<file path="src/rtl/ram_rw_check_if.sv">
`default_nettype none
// ============================================================================
// Module   : ram_rw_check_if
// Brief    : Single-port synchronous RAM bus between the self-test engine and RAM.
// Revision : 1.0 - initial release
// ============================================================================
interface ram_rw_check_if #(
    parameter int DATA_W = 8,
    parameter int ADDR_W = 5
) ();
    logic              ram_en;
    logic              ram_we;
    logic [ADDR_W-1:0] ram_addr;
    logic [DATA_W-1:0] ram_wr_data;
    logic [DATA_W-1:0] ram_rd_data;

    modport master (
        output ram_en,
        output ram_we,
        output ram_addr,
        output ram_wr_data,
        input  ram_rd_data
    );

    modport slave (
        input  ram_en,
        input  ram_we,
        input  ram_addr,
        input  ram_wr_data,
        output ram_rd_data
    );
endinterface
`default_nettype wire

</file>
<file path="src/rtl/ram_rw_check.sv">
`default_nettype none
// ============================================================================
// Module   : ram_rw_check
// Brief    : RAM write/read-back self-test engine with error count and status.
// Revision : 1.0 - initial release
// ============================================================================
module ram_rw_check #(
    parameter int DATA_W = 8,
    parameter int ADDR_W = 5,
    parameter int DEPTH  = 32,
    parameter int RD_LAT = 1,
    parameter int ERR_W  = 16
) (
    input  wire                sys_clk,
    input  wire                sys_rst_n,
    input  wire                start,
    input  wire                loop_en,
    ram_rw_check_if.master     ram,
    output logic               busy,
    output logic               done,
    output logic               pass,
    output logic [ERR_W-1:0]   err_cnt,
    output logic [ADDR_W-1:0]  first_err_addr,
    output logic [15:0]        pass_cnt
);

    typedef enum logic [2:0] {
        S_IDLE  = 3'd0,
        S_WRITE = 3'd1,
        S_READ  = 3'd2,
        S_DRAIN = 3'd3,
        S_DONE  = 3'd4
    } state_t;

    localparam logic [ADDR_W-1:0] c_last_addr  = ADDR_W'(DEPTH - 1);
    localparam logic [1:0]        c_drain_last = 2'(RD_LAT - 1);
    localparam logic [ERR_W-1:0]  c_err_max    = '1;

    state_t              state_q, state_d;
    logic                ram_en_q, ram_en_d;
    logic                ram_we_q, ram_we_d;
    logic [ADDR_W-1:0]   ram_addr_q, ram_addr_d;
    logic [DATA_W-1:0]   ram_wr_data_q, ram_wr_data_d;
    logic                busy_q, busy_d;
    logic                done_q, done_d;
    logic                pass_q, pass_d;
    logic [ERR_W-1:0]    err_cnt_q, err_cnt_d;
    logic [ADDR_W-1:0]   first_err_addr_q, first_err_addr_d;
    logic [15:0]         pass_cnt_q, pass_cnt_d;
    logic [DATA_W-1:0]   offset_q, offset_d;
    logic [1:0]          drain_cnt_q, drain_cnt_d;

    // Read-compare pipeline: stage RD_LAT-1 lines up with ram_rd_data.
    logic                pipe_vld_q  [RD_LAT];
    logic                pipe_vld_d  [RD_LAT];
    logic [ADDR_W-1:0]   pipe_addr_q [RD_LAT];
    logic [ADDR_W-1:0]   pipe_addr_d [RD_LAT];
    logic [DATA_W-1:0]   pipe_exp_q  [RD_LAT];
    logic [DATA_W-1:0]   pipe_exp_d  [RD_LAT];

    logic                w_mismatch;

    always_comb begin
        pipe_vld_d[0]  = ram_en_q & ~ram_we_q;
        pipe_addr_d[0] = ram_addr_q;
        pipe_exp_d[0]  = DATA_W'(ram_addr_q) + offset_q;
        for (int i = 1; i < RD_LAT; i++) begin
            pipe_vld_d[i]  = pipe_vld_q[i-1];
            pipe_addr_d[i] = pipe_addr_q[i-1];
            pipe_exp_d[i]  = pipe_exp_q[i-1];
        end
    end

    assign w_mismatch = pipe_vld_q[RD_LAT-1] &&
                        (ram.ram_rd_data != pipe_exp_q[RD_LAT-1]);

    always_comb begin
        state_d          = state_q;
        ram_en_d         = 1'b0;
        ram_we_d         = 1'b0;
        ram_addr_d       = '0;
        ram_wr_data_d    = '0;
        done_d           = 1'b0;
        pass_d           = pass_q;
        pass_cnt_d       = pass_cnt_q;
        offset_d         = offset_q;
        drain_cnt_d      = '0;
        err_cnt_d        = err_cnt_q;
        first_err_addr_d = first_err_addr_q;

        if (w_mismatch) begin
            if (err_cnt_q != c_err_max) begin
                err_cnt_d = err_cnt_q + ERR_W'(1);
            end
            if (err_cnt_q == '0) begin
                first_err_addr_d = pipe_addr_q[RD_LAT-1];
            end
        end

        unique case (state_q)
            S_IDLE: begin
                if (start) begin
                    state_d          = S_WRITE;
                    ram_en_d         = 1'b1;
                    ram_we_d         = 1'b1;
                    offset_d         = DATA_W'(pass_cnt_q);
                    err_cnt_d        = '0;
                    first_err_addr_d = '0;
                end
            end
            S_WRITE: begin
                ram_en_d = 1'b1;
                if (ram_addr_q == c_last_addr) begin
                    state_d = S_READ;
                end else begin
                    ram_we_d   = 1'b1;
                    ram_addr_d = ram_addr_q + ADDR_W'(1);
                end
            end
            S_READ: begin
                if (ram_addr_q == c_last_addr) begin
                    state_d = S_DRAIN;
                end else begin
                    ram_en_d   = 1'b1;
                    ram_addr_d = ram_addr_q + ADDR_W'(1);
                end
            end
            S_DRAIN: begin
                if (drain_cnt_q == c_drain_last) begin
                    state_d    = S_DONE;
                    done_d     = 1'b1;
                    pass_cnt_d = pass_cnt_q + 16'd1;
                    // Use the next count so the final compare is included.
                    pass_d     = (err_cnt_d == '0);
                end else begin
                    drain_cnt_d = drain_cnt_q + 2'd1;
                end
            end
            S_DONE: begin
                if (loop_en) begin
                    state_d          = S_WRITE;
                    ram_en_d         = 1'b1;
                    ram_we_d         = 1'b1;
                    offset_d         = DATA_W'(pass_cnt_q);
                    err_cnt_d        = '0;
                    first_err_addr_d = '0;
                end else begin
                    state_d = S_IDLE;
                end
            end
            default: begin
                state_d = S_IDLE;
            end
        endcase

        if (ram_we_d) begin
            ram_wr_data_d = DATA_W'(ram_addr_d) + offset_d;
        end
        busy_d = (state_d != S_IDLE);
    end

    always_ff @(posedge sys_clk or negedge sys_rst_n) begin
        if (!sys_rst_n) begin
            state_q          <= S_IDLE;
            ram_en_q         <= 1'b0;
            ram_we_q         <= 1'b0;
            ram_addr_q       <= '0;
            ram_wr_data_q    <= '0;
            busy_q           <= 1'b0;
            done_q           <= 1'b0;
            pass_q           <= 1'b0;
            err_cnt_q        <= '0;
            first_err_addr_q <= '0;
            pass_cnt_q       <= '0;
            offset_q         <= '0;
            drain_cnt_q      <= '0;
            for (int i = 0; i < RD_LAT; i++) begin
                pipe_vld_q[i]  <= 1'b0;
                pipe_addr_q[i] <= '0;
                pipe_exp_q[i]  <= '0;
            end
        end else begin
            state_q          <= state_d;
            ram_en_q         <= ram_en_d;
            ram_we_q         <= ram_we_d;
            ram_addr_q       <= ram_addr_d;
            ram_wr_data_q    <= ram_wr_data_d;
            busy_q           <= busy_d;
            done_q           <= done_d;
            pass_q           <= pass_d;
            err_cnt_q        <= err_cnt_d;
            first_err_addr_q <= first_err_addr_d;
            pass_cnt_q       <= pass_cnt_d;
            offset_q         <= offset_d;
            drain_cnt_q      <= drain_cnt_d;
            for (int i = 0; i < RD_LAT; i++) begin
                pipe_vld_q[i]  <= pipe_vld_d[i];
                pipe_addr_q[i] <= pipe_addr_d[i];
                pipe_exp_q[i]  <= pipe_exp_d[i];
            end
        end
    end

    assign ram.ram_en      = ram_en_q;
    assign ram.ram_we      = ram_we_q;
    assign ram.ram_addr    = ram_addr_q;
    assign ram.ram_wr_data = ram_wr_data_q;
    assign busy            = busy_q;
    assign done            = done_q;
    assign pass            = pass_q;
    assign err_cnt         = err_cnt_q;
    assign first_err_addr  = first_err_addr_q;
    assign pass_cnt        = pass_cnt_q;

endmodule
`default_nettype wire

</file>
<file path="src/flat_wrapper.sv">
// flat-port wrapper written by rule: the top's interface ports become plain ports
module ram_rw_check_flat 
#(
    parameter int DATA_W = 8,
    parameter int ADDR_W = 5,
    parameter int DEPTH  = 32,
    parameter int RD_LAT = 1,
    parameter int ERR_W  = 16
)
  (sys_clk, sys_rst_n, start, loop_en, busy, done, pass, err_cnt, first_err_addr, pass_cnt, ram_ram_en, ram_ram_we, ram_ram_addr, ram_ram_wr_data, ram_ram_rd_data);
  ram_rw_check_if #(.DATA_W(DATA_W), .ADDR_W(ADDR_W)) ram_i ();
  input  wire sys_clk;
  input  wire sys_rst_n;
  input  wire start;
  input  wire loop_en;
  output logic busy;
  output logic done;
  output logic pass;
  output logic [ERR_W-1:0] err_cnt;
  output logic [ADDR_W-1:0] first_err_addr;
  output logic [15:0] pass_cnt;
  output wire logic [$bits(ram_i.ram_en)-1:0] ram_ram_en;
  output wire logic [$bits(ram_i.ram_we)-1:0] ram_ram_we;
  output wire logic [$bits(ram_i.ram_addr)-1:0] ram_ram_addr;
  output wire logic [$bits(ram_i.ram_wr_data)-1:0] ram_ram_wr_data;
  input wire logic [$bits(ram_i.ram_rd_data)-1:0] ram_ram_rd_data;
  assign ram_ram_en = ram_i.ram_en;
  assign ram_ram_we = ram_i.ram_we;
  assign ram_ram_addr = ram_i.ram_addr;
  assign ram_ram_wr_data = ram_i.ram_wr_data;
  assign ram_i.ram_rd_data = ram_ram_rd_data;
  ram_rw_check #(.DATA_W(DATA_W), .ADDR_W(ADDR_W), .DEPTH(DEPTH), .RD_LAT(RD_LAT), .ERR_W(ERR_W)) u_core (.sys_clk(sys_clk), .sys_rst_n(sys_rst_n), .start(start), .loop_en(loop_en), .ram(ram_i), .busy(busy), .done(done), .pass(pass), .err_cnt(err_cnt), .first_err_addr(first_err_addr), .pass_cnt(pass_cnt));
endmodule
</file>
<file path="config.mk">
export PLATFORM = sky130hd
export DESIGN_NAME = ram_rw_check_flat
export DESIGN_NICKNAME = d
export VERILOG_FILES = /design/src/rtl/ram_rw_check_if.sv /design/src/rtl/ram_rw_check.sv /design/src/flat_wrapper.sv
export SDC_FILE = /design/constraint.sdc
export NUM_CORES = 1
export LEC_CHECK = 0
export CAP_MARGIN = 25
export CORE_UTILIZATION = 60
export DETAILED_ROUTE_END_ITERATION = 12
export DONT_BUFFER_PORTS = 1
export HOLD_SLACK_MARGIN = 0.03
export PLACE_DENSITY = 0.76
export SLEW_MARGIN = 20
export SYNTH_ARGS = -nofsm -noshare
export SYNTH_HDL_FRONTEND = slang
export SYNTH_SLANG_ARGS = --single-unit
</file>
<file path="constraint.sdc">
create_clock -name sys_clk -period 6 [get_ports sys_clk]
set_clock_uncertainty 0.05 [all_clocks]
set_input_delay 0.3 -clock sys_clk [delete_from_list [all_inputs] [get_ports sys_clk]]
set_output_delay 0.3 -clock sys_clk [all_outputs]
set_load 0.02 [all_outputs]
</file>
==> out/results.tsv <==
metric	value	unit
run_status	finished with violations	
violations	DRC	
critPathLaunchType	flop	
synthCells	383	
clock_sinks	82	
rsz0062_at_grt	no	
clk_latency	0.35	ns
max_cap_violations	0	
grt_pass1_wl	13500	microns
worst_ep_required_time	6.16	ns
diodes	0	
post_cts_buffers	0	
synthFlopType	dfrtp_1	
syn2layout_area_growth	7.10	%
yosysSeqAreaShare	50.6	%
synth_fp_nets	414	
route.final.wire_length	8000	microns
grt_max_degree	83	
initial_core_util	63.1	%
die_w	84.2	microns
gp_congestion	0.855	
die_area	7090	sq um
clk_pin_slew_worst_paths	0.08	ns
dieHeight	84.2	microns
drive_gt1_share	8.21	%
power_density	364	nW/um^2
slowest_stage	dfrtp_1	
ir_drop	0.353	mV
top_layer	met4	
wl_met3	570	microns
setup-tns-final	0	ns
post-dp-hpwl	5650	microns
met1Wirelength	3350	microns
io_pins	67	
rows	29	
syn_area	4060	sq um
relSlewSlack	50.1	%
synth_top_area_share	50.6	%
ys_ff_latch	82	
grt_pass1_vias	2774	
placed_cell_area	4100	sq um
synthArstFlopShare	100	%
synth_edf_count	0	
p_leak	0.00212	uW
synth_cell_types	46	
finalSetupViolCount	0	
ant_nets	0	
cp_slowest_stage_delay	0.48	ns
cts_tree	done	
total_power	1580	uW
detailroute.wirelength.met2	3920	microns
route.detailed.drc	6	
drt-pass1-iter-count	8	
core	6420	sq um
antenna_found_initial	0	
crit_chain	mux2i_1 -> nor3_4 -> buf_4 -> mux2_2 -> ha_1 -> fa_1 -> a21oi_1 -> nor2_1 -> o21a_1 -> o21ai_0 -> xnor2_1 -> nor2_1	
crit_path_max_fanout	33	
viasPerCell	5.85	
maxSlewViolCount	0	
synthTopCellsByArea	dfrtp_1, xnor2_1, ha_1	
via_count	2731	
min_period	3.21	ns
hold_viol	0	
worst_ep_arrival_time	3.37	ns
htreeDepth	3	
hp-class	flop to flop	
end_kind	flop	
cts_buffer_depth	2	
wl_per_cell	17.1	microns
worst-setup-path-type	flop to flop	
cts_root_buffer	clkbuf_8	
worstMarginPinSlew	0.749	ns
track_usage	24.6	%
ys_warn_count	0	
grt_overflow	0	
cts_made_buffers	9	
drt_iter0_markers	161	
timing.fmax	0.311	GHz
crit_top_cell	nor2_1	
syn_area_per_cell	10.6	sq um
fin_crit_sh	53.5	%
port_buffers	0	
cp_num_buf_inv	1	
design_area	4340	sq um
crit_family	adder cells	
synth_largest_area_cell	dfrtp_1	
finalNetCount	416	
placed cells by master, fill, tap and decap left out, types with 8 or more instances in the layout:
master    synthesis  layout
ha_1             17      17
xor2_1           18      18
dfrtp_1          82      82
nand2_1          25      25
a21oi_1          12      12
and2_1            8       8
clkbuf_8          0      10
nand3_1          16      16
xnor2_1          33      33
nand4_1           9       9
mux2i_1          13      13
nor2_1           48      48
inv_1            17      17
worst reg2reg max path, delay by kind of cell, from the launching register on:
kind	cells	cell delay, ns
simple gates	3	0.24
compound gates	3	0.56
flops	1	0.48
buf+inv	1	0.37
xor+xnor	1	0.16
fa+ha+maj	2	0.61
mux	2	0.61
metal layers:
metal	track usage, %	vias to the layer above
met5	0	-
met4	10.3	0
met3	6.00	16
met2	41.4	91
met1	30.6	1318
li1	-	1306
cell usage after synthesis (2+ instances only):
cell type and instances:
a21o_1 4, a21oi_1 12, and2_1 8, and3_1 7, and4_1 3, buf_2 6, clkbuf_1 4, dfrtp_1 82
fa_1 2, ha_1 17, inv_1 17, mux2_2 7, mux2i_1 13, nand2_1 25, nand2_2 3, nand2b_1 2
nand3_1 16, nand4_1 9, nor2_1 48, nor2b_1 4, nor3_1 7, nor4_1 4, nor4b_1 2, o21ai_0 4
o21bai_1 4, o31ai_1 2, or3_1 3, xnor2_1 33, xor2_1 18
final cells by class:
cell class / count / area, sq um
fill: 492 / 2080
sequential: 82 / 2050
multi-input combinational: 272 / 1880
clock buffer: 11 / 141
tap: 77 / 96.3
inverter: 17 / 63.8
clock inverter: 5 / 62.6
timing repair buffer: 3 / 45.0
power breakdown:
part / switching, uW / total [uW] / leakage, uW / internal (uW)
logic: 201 / 355 / 0.000940 / 155
clock network: 198 / 404 / 0.0000962 / 206
registers: 169 / 820 / 0.00109 / 652
sequential cells by signal (all words and copies together) (netlist names):
name and flops:
u_core.ram.ram_wr_data 8, u_core.offset_q 8, u_core.ram.ram_we 1, u_core.pipe_vld_q 1
u_core.ram.ram_en 1, u_core.err_cnt 16, u_core.state_q 3, u_core.pass_cnt 16
u_core.done 1, u_core.first_err_addr 5, u_core.busy 1, u_core.pipe_addr_q 5
u_core.pass 1, u_core.drain_cnt_q 2, u_core.ram.ram_addr 5, u_core.pipe_exp_q 8
cell families after synthesis:
kind of cell	Yosys count	share of synthesized area (%)
flops	82	50.6
mux	20	5.15
xor+xnor	51	11.0
fa+ha+maj	19	6.23
compound gates	34	5.46
simple gates	148	18.4
buf+inv	29	3.15
path summary, 6_finish.rpt:
| check | cells past startpoint | slack (ns) | from | to |
|---|---|---|---|---|
| worst min-delay path | 1 | 0.41 | u_core.offset_q[7] | u_core.pipe_exp_q[7] |
| worst min register to register | 1 | 0.41 | u_core.offset_q[7] | u_core.pipe_exp_q[7] |
| worst max register to register | 12 | 2.79 | u_core.state_q[2] | u_core.ram.ram_wr_data[6] |
| min in group asynchronous | 2 | 0.44 | sys_rst_n | u_core.err_cnt[10] |
| max in group asynchronous | 2 | 5.14 | sys_rst_n | u_core.ram.ram_wr_data[3] |
| worst max-delay path | 12 | 2.79 | u_core.state_q[2] | u_core.ram.ram_wr_data[6] |
what timing repair did:
| item | 4_1_cts | 5_1_grt |
|---|---|---|
| hold buffers | 2 | 0 |
| resized for setup | 0 | 0 |
| hold endpoints to repair | 82 | 0 |
stage by stage:
stage          setup slack [ns]  hold WS, ns  utilization (%)  cells
6_report                   2.79        0.410             67.6    467
5_1_grt                    2.65        0.439             67.6    467
4_1_cts                    2.80        0.413             67.6    467
3_5_place_dp               2.81      -0.0440             63.9    449
3_3_place_gp               2.95      -0.0441             63.9    449
2_1_floorplan              2.91      -0.0456                -    383
Note: power is estimated with default switching activity, not from simulation.
